## src/rtl/lcd_display_sequencer.sv

```systemverilog
// Drives the LCD source-mux select, captures the settled value and streams
// it to the character writer as "L:XXXXXXXX" on a periodic refresh.
module lcd_display_sequencer #(
    parameter int unsigned REFRESH_CYCLES = 50000000,
    parameter int unsigned SETTLE_CYCLES  = 2
) (
    input  logic        i_clk,
    input  logic        i_reset,
    input  logic        i_auto_mode,
    input  logic [1:0]  i_manual_sel,
    input  logic        i_refresh_req,
    input  logic [31:0] i_mux_data,
    output logic [1:0]  o_sel,
    output logic        o_char_valid,
    output logic [7:0]  o_char_data,
    output logic [3:0]  o_char_pos,
    input  logic        i_char_ready,
    output logic        o_busy,
    output logic        o_frame_done
);

    localparam int unsigned TW = $clog2(REFRESH_CYCLES);
    localparam logic [TW-1:0] TIMER_LAST = TW'(REFRESH_CYCLES - 1);
    localparam logic [3:0] SETTLE_LAST = 4'(SETTLE_CYCLES - 1);
    localparam logic [3:0] POS_LAST = 4'd9;

    typedef enum logic [2:0] {
        S_IDLE,
        S_SETTLE,
        S_CAPTURE,
        S_SEND,
        S_DONE
    } state_t;

    state_t r_state;
    state_t w_state_next;

    logic [TW-1:0]  r_timer;
    logic           r_pending;
    logic           r_first;
    logic [3:0]     r_settle;
    logic [31:0]    r_hold;
    logic [1:0]     r_sel;
    logic           r_valid;
    logic [3:0]     r_pos;

    logic           w_expire;
    logic           w_start;
    logic           w_xfer;
    logic           w_last_xfer;
    logic [1:0]     w_sel_next;
    logic [7:0][3:0] w_nibbles;
    logic [3:0]     w_nib;
    logic [7:0]     w_char;

    assign w_expire    = (r_timer == TIMER_LAST);
    assign w_xfer      = r_valid && i_char_ready;
    assign w_last_xfer = w_xfer && (r_pos == POS_LAST);
    assign w_start     = (r_state == S_IDLE) &&
                         (r_first || w_expire || r_pending || i_refresh_req);

    always_comb begin
        w_state_next = r_state;
        w_sel_next   = r_sel;
        o_busy       = 1'b0;
        o_frame_done = 1'b0;
        unique case (r_state)
            S_IDLE: begin
                if (w_start) begin
                    w_state_next = S_SETTLE;
                    if (r_first)
                        w_sel_next = 2'b00;
                    else if (i_auto_mode)
                        w_sel_next = r_sel + 2'd1;
                    else
                        w_sel_next = i_manual_sel;
                end
            end
            S_SETTLE: begin
                o_busy = 1'b1;
                if (r_settle == SETTLE_LAST)
                    w_state_next = S_CAPTURE;
            end
            S_CAPTURE: begin
                o_busy       = 1'b1;
                w_state_next = S_SEND;
            end
            S_SEND: begin
                o_busy = 1'b1;
                if (w_last_xfer)
                    w_state_next = S_DONE;
            end
            S_DONE: begin
                o_frame_done = 1'b1;
                w_state_next = S_IDLE;
            end
            default: w_state_next = S_IDLE;
        endcase
    end

    always_ff @(posedge i_clk) begin
        if (i_reset)
            r_state <= S_IDLE;
        else
            r_state <= w_state_next;
    end

    always_ff @(posedge i_clk) begin
        if (i_reset) begin
            r_timer   <= '0;
            r_pending <= 1'b0;
            r_first   <= 1'b1;
            r_settle  <= 4'd0;
            r_hold    <= 32'd0;
            r_sel     <= 2'b00;
            r_valid   <= 1'b0;
            r_pos     <= 4'd0;
        end else begin
            r_timer <= (w_start || w_expire) ? '0 : r_timer + TW'(1);
            // Requests arriving outside IDLE are remembered for one extra frame
            if (w_start)
                r_pending <= 1'b0;
            else if ((r_state != S_IDLE) && (w_expire || i_refresh_req))
                r_pending <= 1'b1;
            if (w_start)
                r_first <= 1'b0;
            r_sel    <= w_sel_next;
            r_settle <= (r_state == S_SETTLE) ? r_settle + 4'd1 : 4'd0;
            if (r_state == S_CAPTURE) begin
                r_hold  <= i_mux_data;
                r_pos   <= 4'd0;
                r_valid <= 1'b1;
            end else if (w_xfer) begin
                if (r_pos == POS_LAST)
                    r_valid <= 1'b0;
                else
                    r_pos <= r_pos + 4'd1;
            end
        end
    end

    assign w_nibbles = r_hold;

    always_comb begin
        w_nib  = w_nibbles[3'(POS_LAST - r_pos)];
        w_char = 8'h00;
        unique case (r_pos)
            4'd0: begin
                unique case (r_sel)
                    2'b00: w_char = 8'h52;
                    2'b01: w_char = 8'h44;
                    2'b10: w_char = 8'h49;
                    2'b11: w_char = 8'h41;
                    default: w_char = 8'h00;
                endcase
            end
            4'd1: w_char = 8'h3A;
            default: begin
                if (w_nib < 4'd10)
                    w_char = 8'h30 + {4'h0, w_nib};
                else
                    w_char = 8'h37 + {4'h0, w_nib};
            end
        endcase
    end

    assign o_sel        = r_sel;
    assign o_char_valid = r_valid;
    assign o_char_pos   = r_pos;
    assign o_char_data  = r_valid ? w_char : 8'h00;

endmodule
```

## config.mk

```make
export PLATFORM = sky130hd
export DESIGN_NAME = lcd_display_sequencer
export DESIGN_NICKNAME = d
export VERILOG_FILES = /design/src/rtl/lcd_display_sequencer.sv
export SDC_FILE = /design/constraint.sdc
export NUM_CORES = 1
export LEC_CHECK = 0
export CORE_MARGIN = 2
export CORE_UTILIZATION = 50
export CTS_BUF_LIST = sky130_fd_sc_hd__clkbuf_8
export CTS_CLUSTER_SIZE = 28
export DETAILED_ROUTE_END_ITERATION = 12
export HOLD_SLACK_MARGIN = 0.03
export PLACE_DENSITY = 0.9
export SLEW_MARGIN = 5
export SYNTH_ARGS = -nofsm -noshare
export SYNTH_HDL_FRONTEND = slang
export SYNTH_SLANG_ARGS = --single-unit
export TNS_END_PERCENT = 5
```

## constraint.sdc

```tcl
create_clock -name i_clk -period 3.35 [get_ports i_clk]
set_input_delay 0.67 -clock i_clk [delete_from_list [all_inputs] [get_ports i_clk]]
set_output_delay 0.67 -clock i_clk [all_outputs]
set_load 0.02 [all_outputs]
```

==> impl_metrics.py, run 1 <==
metrics = {
    "outcome": {
        "outcome": "finished with violations",
        "failed_checks": "negative setup slack",
    },
    "die": {
        "ios": 56,
        "die_h_um": 87.81,
        "placementRows": 30,
        "core_area_mm2": 0.006794,
        "initial_utilization_pct": 51.69,
        "die_w_um": 87.81,
        "design.die.area_mm2": 0.007711,
    },
    "logic_synthesis": {
        "syn-cell-area_mm2": 0.003512,
        "synth_top_cell_by_area": "dfxtp_1",
        "synthesis.instances": 418,
        "yosys_warnings": 0,
        "synthesis.nets": 470,
        "async_flop_share_pct": 0,
        "post_synth_main_area_contributors": "dfxtp_1, nand2_1, a21oi_1",
        "synth-edff-count": 0,
        "synthDominantCellAreaShare_pct": 42.18,
        "sequential_to_total_area_share_from_yosys_stat_pct": 42.18,
        "ys_seq_elements": 74,
        "top_flip_flop_cell_by_instance_count_after_synthesis": "dfxtp_1",
        "synth.avg_cell_area_um2": 8.402,
        "synthDistinctLibCells": 46,
    },
    "detailed_routing": {
        "count_of_antenna_violating_nets_left_after_detailed_routing": 0,
        "vias_per_cell": 5.495,
        "num_vias": 3143,
        "routed_wl_um": 8531,
        "iter_0_drt_violations": 174,
        "drt_pre_antenna_iters": 4,
        "routedWlPerCell_um": 14.91,
        "detail_route.drc_violations": 0,
    },
    "setup_path": {
        "worst_setup_path_end_kind": "output pin",
        "critPathMaxStageDelay_ns": 0.52,
        "cp_cell_sequence": "ha_4 > buf_4 > mux4_2 > mux2i_1 > buf_4 > nand2b_1 > mux2_4 > o22ai_4 > buf_6",
        "arrival_ns": 2.68,
        "critPathSlowestCell": "mux4_2",
        "critical_path_class": "flip-flop to output pin",
        "most_frequent_cp_cell": "buf_4",
        "path_max_fanout": 6,
        "data_required_time_at_the_worst_endpoint_ns": 2.68,
        "worst_setup_path_start_kind": "flip-flop",
    },
    "grt": {
        "first_global_vias": 2997,
        "maximum_number_of_pins_on_one_net_before_global_route_repair": 39,
        "globalRouteTotalUtil_pct": 22.51,
        "grt_overflow": 0,
        "grt_pass1_wl_um": 13560,
        "grt_antenna_before_repair": 0,
    },
    "final_layout": {
        "areaGrowthSynthToFinish_pct": 26.15,
        "layout.cells.most_common": "nand2_1",
        "layout.cells.most_common_list": "nand2_1, dfxtp_1, nor2_1, clkdlybuf4s50_1, a21oi_1",
        "diodes_inserted": 0,
        "final_layout_size_suffix_gt1_share_pct": 10.92,
        "post_layout_nets": 523,
    },
    "sta": {
        "drv_slew": 0,
        "final.setup.worst_slack_ns": -0.003767,
        "rsz0062_at_grt": "true",
        "hold-worst-slack_ns": 0.4655,
        "fmax_mhz": 298.2,
        "timing.clock.skew_ns": 0.009448,
        "hold_viol_final": 0,
        "setup_total_negative_slack_ns": -0.003767,
        "tightest_slew_ns": 1.023,
        "post_route_clock_period_utilization_pct": 100.1,
        "timing.final.crit_period_ns": 3.354,
        "finalSetupViolCount": 1,
        "slew_headroom_pct": 31.64,
    },
    "clock_network": {
        "clock_edge_transition_at_the_registers_on_the_reported_setup_and_hold_paths_ns": 0.08,
        "clock_latency_ns": 0.35,
        "clock_sinks": 74,
        "ctsLongestPathBuffers": 2,
        "htree_levels": 3,
        "ctsRootBufferMaster": "clkbuf_8",
        "clock_tree_from_tritoncts": "built",
        "numCtsBuffers": 9,
        "post_cts_hold_buffer_count": 0,
    },
    "pwr": {
        "design_power_total_mw": 1.900,
        "power_per_cell_area_mw_per_mm2": 428.9,
        "peakVddDrop_mv": 0.1871,
        "leakagePower_nw": 1.535,
    },
    "place": {
        "gp_congestion": 0.9114,
        "place.port_buffers": 54,
        "detailed_place_hpwl_um": 5724,
    },
    "worst_hold_path": {
        "path_type_of_the_worst_min_delay_path": "flip-flop to flip-flop",
    },
    "flow_run": {
        "maxCapViolations": 0,
    },
}
per-layer routing:
layer  track usage [%]  wire length [um]  part of all wire (%)
met5                 0                 0                     0
met2             38.15              4252                    50
met1             27.59              3515                    41
met3             5.749               557                   6.5
met4             8.392               206                   2.4
critical path, delay by kind of cell, from the launching register on:
kind	cells	cell delay, ns
compound gates	1	0.15
fa+ha+maj	1	0.27
buf+inv	3	0.48
flops	1	0.36
mux	3	1.00
simple gates	1	0.08
metrics by stage:
step           worst slack [ns]  instances  util, %  cell area (um^2)
2_1_floorplan           0.02915        418        -              3520
3_3_place_gp           -0.06998        556    61.25              4161
3_5_place_dp            -0.1654        556    61.25              4161
4_1_cts                 -0.1864        572    64.81              4403
5_1_grt                 -0.1220        572    65.21              4431
6_report              -0.003767        572    65.21              4431
where the power goes:
| part | internal (mW) | switching [mW] | leakage (nW) |
|---|---|---|---|
| clock network | 0.493 | 0.333 | 0.111 |
| registers | 0.896 | 0.0196 | 0.600 |
| logic | 0.0806 | 0.0784 | 0.824 |
| total | 1.47 | 0.431 | 1.54 |
path summary, 6_finish.rpt:
kind	startpoint	endpoint	slack (ns)	depth (start not counted)
max	o_char_pos[1]	o_char_data[2]	-0.004	9
min	r_hold[11]	r_hold[11]	0.47	2
max reg2reg	r_timer[0]	r_timer[12]	0.91	5
min reg2reg	r_hold[11]	r_hold[11]	0.47	2
what timing repair did:
| action | 4_1_cts | 5_1_grt |
|---|---|---|
| buffers inserted | 0 | 0 |
| resized for setup | 12 | 18 |
| endpoints found under the setup margin | 7 | 6 |
| pin swaps | 0 | 2 |
cells by family (layout without fill, tap and decap cells):
kind of cell	Yosys count	in the layout	synth area share, %
other	1	1	0.1068
XOR/XNOR	30	30	7.481
AO/OA/AOI/OAI	61	61	10.05
adder cells (fa/ha/maj)	13	13	4.631
buffers and inverters	36	94	4.240
multiplexers	16	16	7.481
AND/OR/NAND/NOR	187	187	23.83
flip-flops	74	74	42.18
sequential cells by signal (all words and copies together), names as in the netlist:
name,count
r_timer,26
r_state,3
o_char_pos,4
o_char_valid,1
r_settle,4
r_pending,1
o_sel,2
r_first,1
r_hold,32
layout make-up:
class / instances / area (um^2)
clock buffer: 9 / 123.9
multi-input combinational: 308 / 1924
fill: 486 / 2364
tap: 96 / 120.1
sequential: 74 / 1486
timing repair buffer: 65 / 609.3
inverter: 13 / 48.80
clock inverter: 7 / 117.6
cells in the mapped netlist, types with 3 or more instances:
cell type	count
or3_1	3
clkbuf_1	17
xnor2_1	19
nor4_1	7
and2_1	3
nand2_1	80
a21oi_1	42
xor2_1	11
mux2i_1	6
inv_1	13
nand4_1	6
nor3_1	12
ha_1	13
dfxtp_1	74
nand3_1	14
nor2_1	48
o21ai_0	7
mux4_2	8
Power figures use the tool's default switching activity.
==> run 2: changes to the inputs <==
--- a/config.mk
+++ b/config.mk
@@ -16,4 +16,4 @@
 export SYNTH_ARGS = -nofsm -noshare
 export SYNTH_HDL_FRONTEND = slang
 export SYNTH_SLANG_ARGS = --single-unit
-export TNS_END_PERCENT = 5
+export TNS_END_PERCENT = 1
==> results of run 2 <==
Same layout as run 1: the final DEF is identical, and so are final timing and power.
